### src/rtl/seven_seg_scan_mux.sv
// Four-digit hex scan driver with frame-aligned double buffering; optional SEVEN_SEG_BLANK_LEADING_ZERO_EN blanks leading zeros.
// Latency: an/hex/dp registered one cycle after digit_sel/display; frame_done combinational with the digit-3 tick.
// Backpressure: none; load is a fire-and-forget strobe, last load before a frame boundary wins.
module seven_seg_scan_mux #(
    parameter int REFRESH_DIV = 50000,
    parameter int CNT_W       = 16
) (
    input  logic        clk,
    input  logic        reset,
    input  logic [15:0] value,
    input  logic [3:0]  dp_in,
    input  logic        load,
    output logic [3:0]  hex,
    output logic [3:0]  an,
    output logic        dp,
    output logic [1:0]  digit_sel,
    output logic        frame_done
);
    localparam logic [CNT_W-1:0] LAST = CNT_W'(REFRESH_DIV - 1);

    logic [CNT_W-1:0] prescaler;
    logic             tick;
    logic             boundary;
    logic [15:0]      pend_val;
    logic [3:0]       pend_dp;
    logic [15:0]      disp_val;
    logic [3:0]       disp_dp;
    logic [3:0]       blank;
    logic [3:0]       sel_nib;

    assign tick       = (prescaler == LAST);
    assign boundary   = tick && (digit_sel == 2'd3);
    assign frame_done = boundary;
    assign sel_nib    = disp_val[{digit_sel, 2'b00} +: 4];

`ifdef SEVEN_SEG_BLANK_LEADING_ZERO_EN
    // A digit goes dark only if it and every digit to its left is zero and it has no decimal point.
    always_comb begin
        blank    = 4'b0000;
        blank[1] = (disp_val[15:4] == 12'h000) && !disp_dp[1];
        blank[2] = (disp_val[15:8] == 8'h00) && !disp_dp[2];
        blank[3] = (disp_val[15:12] == 4'h0) && !disp_dp[3];
    end
`else
    assign blank = 4'b0000;
`endif

    always_ff @(posedge clk or posedge reset) begin
        if (reset) begin
            prescaler <= '0;
            digit_sel <= 2'd0;
            pend_val  <= 16'h0000;
            pend_dp   <= 4'h0;
            disp_val  <= 16'h0000;
            disp_dp   <= 4'h0;
            an        <= 4'b1111;
            hex       <= 4'h0;
            dp        <= 1'b1;
        end else begin
            prescaler <= tick ? '0 : prescaler + 1'b1;
            if (tick) begin
                digit_sel <= digit_sel + 2'd1;
            end
            if (load) begin
                pend_val <= value;
                pend_dp  <= dp_in;
            end
            // A load landing on the boundary bypasses pending so it is not delayed a whole frame.
            if (boundary) begin
                disp_val <= load ? value : pend_val;
                disp_dp  <= load ? dp_in : pend_dp;
            end
            an  <= blank[digit_sel] ? 4'b1111 : ~(4'b0001 << digit_sel);
            hex <= sel_nib;
            dp  <= blank[digit_sel] | ~disp_dp[digit_sel];
        end
    end
endmodule

### config.mk
export PLATFORM = sky130hd
export DESIGN_NAME = seven_seg_scan_mux
export DESIGN_NICKNAME = d
export VERILOG_FILES = /design/src/rtl/seven_seg_scan_mux.sv
export SDC_FILE = /design/constraint.sdc
export NUM_CORES = 1
export LEC_CHECK = 0
export BUFFER_PORTS_ARGS = -buffer_cell sky130_fd_sc_hd__buf_2
export CORE_MARGIN = 2
export CORE_UTILIZATION = 54
export CTS_BUF_LIST = sky130_fd_sc_hd__clkbuf_4
export CTS_CLUSTER_DIAMETER = 30
export DETAILED_ROUTE_END_ITERATION = 8
export PLACE_DENSITY = 0.75
export SKIP_CTS_REPAIR_TIMING = 1
export SYNTH_ARGS = -nofsm -noshare
export SYNTH_HDL_FRONTEND = slang
export SYNTH_SLANG_ARGS = --single-unit
### constraint.sdc
create_clock -name clk -period 2.3 [get_ports clk]
set_input_delay 0 -clock clk [delete_from_list [all_inputs] [get_ports clk]]
set_output_delay 0 -clock clk [all_outputs]
set_load 0.05 [all_outputs]
==> results of run 1 <==
[per-layer routing]
metal / part of all wire (%) / track usage (%)
met5: 0 / 0
met4: 2.1 / 8.55
met3: 3.6 / 7.11
met2: 48 / 23.5
met1: 47 / 23.2
[cell usage after synthesis, drive strengths merged, types with 5 or more instances]
library cell / n
ha: 5
xor2: 5
dfrtp: 62
nand3: 6
dfstp: 5
mux2: 40
nand4: 5
nor2: 11
inv: 11
mux4: 5
xnor2: 8
[through the flow]
| stage | area [sq um] | setup WS [ps] | power, mW | util, % |
|---|---|---|---|---|
| global placement | 3120 | 381 | 1.42 | 61.1 |
| floorplan | 2850 | 94.0 | 1.38 | - |
| global route | 3470 | 205 | 2.29 | 67.9 |
| CTS | 3260 | 303 | 2.18 | 63.7 |
| finish | 3470 | 308 | 2.18 | 67.9 |
| detailed placement | 3120 | 345 | 1.43 | 61.1 |
[final cells by class]
type | count | share of cell area (%)
tap | 70 | 2.53
timing repair buffer | 62 | 12.5
multi-input combinational | 109 | 31.3
clock buffer | 9 | 1.95
sequential | 67 | 48.6
inverter | 11 | 1.19
clock inverter | 7 | 1.99
[worst max-delay path, stage by stage (launching register included)]
cell,delay [ps]
dfrtp_1,450
or4b_1,570
nor4_4,190
nand2_2,70
buf_4,250
mux2_4,340
[worst max path at each step]
| stage | from | end | cells after the start |
|---|---|---|---|
| after floorplan | digit_sel[1] | frame_done | 3 |
| after CTS | prescaler[5] | disp_val[6] | 5 |
| after detailed placement | prescaler[5] | disp_val[6] | 5 |
| final | prescaler[5] | disp_val[4] | 5 |
| after global placement | prescaler[5] | disp_val[4] | 5 |
| after global routing | prescaler[5] | disp_val[15] | 5 |
[power by group through the flow]
stage / Sequential, mW / Clock, mW / Combinational, mW
floorplan: 1.29 / 0 / 0.0946
global placement: 1.27 / 0 / 0.151
detailed placement: 1.28 / 0 / 0.155
CTS: 1.25 / 0.772 / 0.156
global route: 1.26 / 0.833 / 0.197
finish: 1.25 / 0.747 / 0.180
[cells by family after synthesis]
family | Yosys count | share of synthesized area (%)
AOI/OAI and AO/OA | 5 | 0.967
xor gates and xnor gates | 13 | 4.00
adders and majority gates | 5 | 2.20
buffers and inverters | 17 | 2.77
DFF | 67 | 59.1
muxes | 45 | 22.4
and+or+nand+nor | 41 | 8.53
[sequential cells by signal, indices dropped and copies added, names as in the netlist]
register   flops
an             4
disp_dp        4
hex            4
prescaler     16
pend_dp        4
disp_val      16
pend_val      16
digit_sel      2
dp             1
==> impl_metrics.yaml, run 1 <==
floorplanning:
  die_area_sq_um: 5870
  initial_utilization_pct: 55.7
  io_pins: 35
  dieHeight_um: 76.6
  rows: 26
  fp.dieW_um: 76.6
  core_area_sq_um: 5110
finish:
  seq_area_sq_um: 1680
  n_antenna_cell: 0
  multi_input_comb_area_sq_um: 1080
  layout_commonest_cell: "dfrtp_1"
  finish.net_count: 288
  instances_no_fill: 335
  n_fill_cell: 351
  areaGrowthSynthToFinish_pct: 21.8
  most-common-layout-cells: "62 x dfrtp_1, 34 x buf_2, 21 x dlygate4sd3_1, 20 x mux2_4"
  drive_gt1_share_pct: 37.4
power:
  internal-power_mw: 1.66
  power.leakage_nw: 1.65
  powerDensity_nw_per_um2: 629
  peakVddDrop_uv: 366
  p_sw_share_pct: 23.9
  p_comb_share_pct: 8.3
  power.switching_uw: 521
  p_seq_share_pct: 57.5
  power_frac_clock_pct: 34.2
timing:
  setup-tns-final_ps: 0
  rsz0062_at_grt: "no"
  hold_violations: 0
  min_period_ps: 1990
  final_max_slew_viol_count: 0
  skew_ps: 14.8
  hold_slack_ps: 43.8
  period_share_pct: 86.6
  worst_slew_pin_slew_ps: 487
  relSlewSlack_pct: 67.5
  max_freq_mhz: 502
  finalSetupViolations: 0
yosys:
  synth_warnings: 0
  ys_seq_area_share_pct: 59.1
  synthArstFlopShare_pct: 100
  syn_avg_cell_area_sq_um: 14.7
  synth.distinct_cells: 31
  synthTopCellsByArea: "dfrtp_1 55%, mux2_4 11%, dfstp_2 4.6%, mux2_1 4.4%, mux4_2 4.0%"
  synth_top_area_share_pct: 54.5
  synth-seq-cells: 67
  synth_edf_count: 0
  syn_inst: 193
  synth_area_sq_um: 2850
  synth_nets: 221
  yosysTopAreaCell: "dfrtp_1"
  synthFlopType: "dfrtp_1"
global_routing:
  grt_use_total_pct: 17.0
  grt_overflow: 0
  grt_pass1_wl_mm: 7.47
  antenna_found_initial: 0
  grt_max_degree: 30
  grt_pass1_vias: 1597
detailed_routing:
  drc: 0
  dr.first_iter.drc_count: 105
  wl_mm: 4.79
  vias: 1674
  viasPerCell: 5.00
  wl_per_cell_um: 14.3
  ant_nets: 0
  drt_first_pass_iters: 4
worst_setup_path:
  rrSetupSlack_ps: 310
  reg2reg_to: "disp_val[4]"
  startpoint_type: "register"
  crit_arrival_ps: 2290
  worstRegToRegCells: 5
  critPathMaxFanout: 20
  critPathKind: "register to register"
  required_ps: 2600
  r2r_start: "prescaler[5]"
  cp-end-kind: "register"
clock_tree:
  cts_tree: "yes"
  clk_latency_ps: 410
  cts-root-buf: "clkbuf_4"
  numCtsBuffers: 9
  h-tree-depth: 3
  clk_pin_slew_ps: 110
  cts_sinks: 67
  cts_buffer_depth: 2
placement:
  port_buffers: 34
  place_hpwl_mm: 2.92
  routabilityCongestion: 0.756
  dp.cells: 298
hold_path:
  hold_path_class: "input pin to async pin"
run:
  drv_cap: 0
outcome:
  status: "finished, final reports clean"
Note: power is estimated with default switching activity, not from simulation.
==> run 2: changes to the inputs <==
--- a/config.mk
+++ b/config.mk
@@ -11,7 +11,7 @@
 export CTS_BUF_LIST = sky130_fd_sc_hd__clkbuf_4
 export CTS_CLUSTER_DIAMETER = 30
 export DETAILED_ROUTE_END_ITERATION = 8
-export PLACE_DENSITY = 0.75
+export PLACE_DENSITY = 0.8
 export SKIP_CTS_REPAIR_TIMING = 1
 export SYNTH_ARGS = -nofsm -noshare
 export SYNTH_HDL_FRONTEND = slang
==> constraint.sdc (replaced) <==
create_clock -name clk -period 2.3 [get_ports clk]
set_input_delay 0.23 -clock clk [delete_from_list [all_inputs] [get_ports clk]]
set_output_delay 0.23 -clock clk [all_outputs]
set_load 0.05 [all_outputs]
==> run 2 against run 1 <==
Against the previous run: sequential power barely moved; via count is 2.1% lower; combinational power down 13%; clock skew down 2.5 ps; highest routed layer unchanged; clock power is 33% higher; maximum frequency decreased by 1.3%; sequential cell count unchanged; count of clock-buffer cells in the layout stayed put; worst hold slack better by 29 ps; design area down 3.9%; first-iteration DRC count fell by 17%; wire length is 1.5% lower.
==> impl_metrics.yaml, run 2 (synthesized netlist as in run 1, its figures left out) <==
power:
  peakVddDrop_uv: 403
  power.total_mw: 2.41
  power.leakage_nw: 1.59
  powerDensity_nw_per_um2: 723
finish:
  instances_no_fill: 314
  drive_gt1_share_pct: 40.6
  utilization_pct: 65.2
  areaGrowthSynthToFinish_pct: 17.0
  most-common-layout-cells: "62 x dfrtp_1, 34 x buf_2, 20 x mux2_4, 11 x mux2_1, 11 x nor2_1"
  top_regs: "disp_val x16, pend_val x16, prescaler x16"
  finish.net_count: 267
  n_fill_cell: 363
  n_antenna_cell: 0
  layout_commonest_cell: "dfrtp_1"
timing:
  max_freq_mhz: 496
  finalSetupViolations: 0
  final_max_slew_viol_count: 0
  skew_ps: 12.3
  min_period_ps: 2020
  hold_slack_ps: 72.5
  relSlewSlack_pct: 66.9
  setup-tns-final_ps: 0
  rsz0062_at_grt: "no"
  worst_slew_pin_slew_ps: 496
  period_share_pct: 87.7
  hold_violations: 0
placement:
  port_buffers: 34
  dp.cells: 297
  place_hpwl_mm: 3.25
  routabilityCongestion: 0.746
worst_setup_path:
  startpoint_type: "register"
  rrSetupSlack_ps: 330
  crit_arrival_ps: 1790
  r2r_start: "prescaler[4]"
  reg2reg_to: "disp_val[13]"
  critPathKind: "register to output port"
  worstRegToRegCells: 5
  cp-end-kind: "output port"
  critPathMaxFanout: 5
  required_ps: 2070
global_routing:
  grt_pass1_wl_mm: 7.98
  grt_use_total_pct: 17.8
  grt_pass1_vias: 1692
  grt_max_degree: 47
  antenna_found_initial: 0
  grt_overflow: 0
clock_tree:
  clk_latency_ps: 400
  cts_buffer_depth: 2
  cts_tree: "yes"
  clk_pin_slew_ps: 120
  h-tree-depth: 3
  cts_sinks: 67
  cts-root-buf: "clkbuf_4"
  numCtsBuffers: 9
detailed_routing:
  wl_per_cell_um: 15.0
  viasPerCell: 5.22
  dr.first_iter.drc_count: 87
  ant_nets: 0
  vias: 1639
  wl_mm: 4.72
  drc: 0
  drt_first_pass_iters: 4
floorplanning:
  core_area_sq_um: 5110
  initial_utilization_pct: 55.7
  rows: 26
  fp.dieW_um: 76.6
  die_area_sq_um: 5870
  io_pins: 35
  dieHeight_um: 76.6
hold_path:
  hp-start: "value[0]"
  hold_path_class: "input pin to register"
  holdPathEnd: "pend_val[0]"
  hold_depth: 2
outcome:
  status: "finished, final reports clean"
run:
  drv_cap: 0
run 2: metal layers:
| layer | share of wire (%) | global-route usage (%) |
|---|---|---|
| met1 | 46 | 23.6 |
| met2 | 49 | 27.7 |
| met3 | 3.8 | 4.86 |
| met4 | 1.1 | 7.64 |
| met5 | 0 | 0 |
run 2: where the power goes:
group | internal, mW | switching (mW) | leakage, nW | total [mW]
registers | 1.24 | 0.0197 | 0.833 | 1.25
logic | 0.0771 | 0.0796 | 0.660 | 0.157
clock network | 0.557 | 0.439 | 0.0967 | 0.996
run 2: stage by stage:
step                area (sq um)  setup slack [ps]
global placement            3130               382
finish                      3330               282
detailed placement          3130               362
floorplan                   2850               280
global route                3330               181
CTS                         3320               243
run 2: final cells by class:
cell class	instances	area (sq um)	share of cell area, %
Clock buffer	9	67.6	2.03
Clock inverter	7	124	3.72
Inverter	11	41.3	1.24
Multi-Input combinational cell	109	1090	32.7
Sequential cell	67	1680	50.5
Tap cell	70	87.6	2.63
Timing Repair Buffer	41	238	7.14
run 2: worst max-delay path, stage by stage, from the launching register on:
cell and delay, ps:
dfrtp_1 450, nor4bb_1 300, nand4_1 140, nor3_2 210, buf_2 290
run 2: worst max path at each step:
stage               slack (ps)           to  cells past startpoint          from
detailed placement         360  disp_val[4]                      5  prescaler[4]
global placement           380  disp_val[0]                      5  prescaler[4]
floorplan                  280   frame_done                      3  digit_sel[1]
global route               180   frame_done                      4  prescaler[9]
CTS                        240   frame_done                      4  prescaler[9]
finish                     280   frame_done                      4  prescaler[9]
==> run 3: changes to the inputs <==
--- a/config.mk
+++ b/config.mk
@@ -5,13 +5,14 @@
 export SDC_FILE = /design/constraint.sdc
 export NUM_CORES = 1
 export LEC_CHECK = 0
+export ABC_AREA = 1
 export BUFFER_PORTS_ARGS = -buffer_cell sky130_fd_sc_hd__buf_2
 export CORE_MARGIN = 2
-export CORE_UTILIZATION = 54
+export CORE_UTILIZATION = 40
 export CTS_BUF_LIST = sky130_fd_sc_hd__clkbuf_4
 export CTS_CLUSTER_DIAMETER = 30
 export DETAILED_ROUTE_END_ITERATION = 8
-export PLACE_DENSITY = 0.8
+export PLACE_DENSITY = 0.63
 export SKIP_CTS_REPAIR_TIMING = 1
 export SYNTH_ARGS = -nofsm -noshare
 export SYNTH_HDL_FRONTEND = slang
==> run 3 against run 2 <==
Against the previous run: clock skew is 4.2 ps higher; via count is 47% higher; sequential power is essentially flat; register-to-register slack better by 360 ps; worst setup slack got worse by 59 ps; wire length increased by 35%; critical endpoint unchanged.
==> impl_metrics.yaml, run 3 <==
timing:
  finalSetupViolations: 0
  hold_slack_ps: 44.7
  period_share_pct: 90.3
  layout_setup_ws_ps: 223
  rsz0062_at_grt: "no"
  final_max_slew_viol_count: 0
  relSlewSlack_pct: 62.7
  worst_slew_pin_slew_ps: 560
  skew_ps: 16.5
  hold_violations: 0
  min_period_ps: 2080
  setup-tns-final_ps: 0
  max_freq_mhz: 481
finish:
  most-common-layout-cells: "102 x nand2_1, 62 x dfrtp_1, 47 x inv_1, 34 x nor2_1, 34 x buf_2"
  utilization_pct: 47.6
  top_regs: "disp_val x16, pend_val x16, prescaler x16"
  n_fill_cell: 732
  n_antenna_cell: 0
  final_area_sq_um: 3470
  layout_commonest_cell: "nand2_1"
  instances_no_fill: 501
  areaGrowthSynthToFinish_pct: 14.5
  finish.net_count: 425
  drive_gt1_share_pct: 17.2
clock_tree:
  clk_pin_slew_ps: 110
  h-tree-depth: 3
  cts-root-buf: "clkbuf_4"
  clk_latency_ps: 420
  cts_tree: "yes"
  numCtsBuffers: 9
  cts_buffer_depth: 2
  cts_sinks: 67
yosys:
  synthTopCellsByArea: "dfrtp_1 51%, nand2_1 13%, inv_1 6.0%, o21ai_0 4.8%, nand4_1 4.8%"
  synth_top_area_share_pct: 51.2
  ys_seq_area_share_pct: 55.6
  synth-seq-cells: 67
  synth_common_cells: "102 x nand2_1, 62 x dfrtp_1, 48 x inv_1"
  synth_most_common_cell: "nand2_1"
  syn_avg_cell_area_sq_um: 8.48
  synthArstFlopShare_pct: 100
  synth_area_sq_um: 3030
  synth_warnings: 0
  synthFlopType: "dfrtp_1"
  syn_inst: 357
  synth.distinct_cells: 24
  synth_edf_count: 0
  yosysTopAreaCell: "dfrtp_1"
  synth_nets: 385
global_routing:
  grt_pass1_vias: 2283
  grt_use_total_pct: 16.9
  grt_overflow: 0
  busiest_layer: "met2"
  grt_pass1_wl_mm: 11.0
  antenna_found_initial: 0
  use_met1_pct: 22.5
  grtUsageMet3_pct: 6.72
  met2_usage_pct: 25.6
  grt_max_degree: 41
floorplanning:
  rows: 31
  io_pins: 35
  fp.dieW_um: 91.0
  dieHeight_um: 91.0
  die_area_sq_um: 8280
  initial_utilization_pct: 41.5
  core_area_sq_um: 7290
power:
  power.total_mw: 2.08
  power.switching_uw: 509
  p_sw_share_pct: 24.5
  peakVddDrop_uv: 300
  p_seq_share_pct: 58.6
  power_frac_clock_pct: 36.8
  p_comb_share_pct: 4.7
  power.leakage_nw: 1.75
  internal-power_mw: 1.57
  powerDensity_nw_per_um2: 599
placement:
  place_hpwl_mm: 4.40
  dp.cells: 482
  dp_slack_ps: 502
  placed_area_sq_um: 3310
  routabilityCongestion: 0.805
  port_buffers: 34
worst_setup_path:
  cp-end-kind: "output port"
  required_ps: 2070
  worstRegToRegCells: 4
  startpoint_type: "register"
  max_stage_delay_ps: 450
  cp_cell_sequence: "inv_1 -> nand3_1 -> nor2_4 -> nand3_2 -> inv_2 -> buf_2"
  crit_slowest_cell: "dfrtp_1"
  crit_arrival_ps: 1850
  critPathKind: "register to output port"
  critPathMaxFanout: 10
detailed_routing:
  ant_nets: 0
  drc: 0
  drt_first_pass_iters: 5
  wl_mm: 6.38
  wl_per_cell_um: 12.7
  dr.first_iter.drc_count: 121
  viasPerCell: 4.80
  vias: 2406
outcome:
  status: "finished, final reports clean"
run:
  drv_cap: 0
hold_path:
  hold_depth: 3
  hold_path_class: "input pin to register"
[run 3: cell count changes in the layout (fill, tap and decap cells not counted), moves of 11 or more]
cell	change
mux2_4	-20
inv_1	+37
nand4_1	+18
mux2_1	-11
o21ai_0	+28
nand2_1	+99
nor2_1	+23
[run 3: final cells by class]
| type | instances | area, sq um | share of cell area, % |
|---|---|---|---|
| sequential | 67 | 1680 | 48.5 |
| multi-input combinational | 225 | 1080 | 31.2 |
| timing repair buffer | 43 | 253 | 7.29 |
| inverter | 51 | 191 | 5.52 |
| tap | 99 | 124 | 3.57 |
| clock inverter | 7 | 68.8 | 1.98 |
| clock buffer | 9 | 67.6 | 1.95 |
[run 3: worst max-delay path, delay by kind of cell (launching register included)]
family | cells | cell delay (ps)
flip-flops | 1 | 450
buffers and inverters | 3 | 410
AND/OR/NAND/NOR | 3 | 570
[run 3: worst paths after layout]
check | start | end | slack [ps]
min | value[14] | pend_val[14] | 40
max in group asynchronous | reset | an[1] | 1250
min in group asynchronous | reset | pend_val[7] | 360
max | prescaler[7] | frame_done | 220
max reg2reg | digit_sel[0] | digit_sel[1] | 690
min reg2reg | disp_dp[1] | disp_dp[1] | 480
[run 3: kinds of logic after synthesis]
logic type      after synthesis  share of synthesized area (%)
compound gates               37                           6.53
xor+xnor                      6                           1.74
fa+ha+maj                     5                           2.07
buf+inv                      65                           8.72
flops                        67                           55.6
simple gates                177                           25.4
[run 3: power groups by stage]
stage               clock network (mW)  registers, mW  logic [mW]
finish                           0.764           1.22      0.0968
global route                     0.842           1.22       0.116
CTS                              0.785           1.22      0.0993
detailed placement                   0           1.24      0.0985
global placement                     0           1.24      0.0979
floorplan                            0           1.24      0.0565
[run 3: routing by layer]
layer  part of all wire [%]  up-vias  routed length, um
met4                    1.0        0                 66
met3                    5.4        8                343
met5                      0        -                  0
li1                       -     1211                  -
met1                     46     1122               2940
met2                     48       65               3030
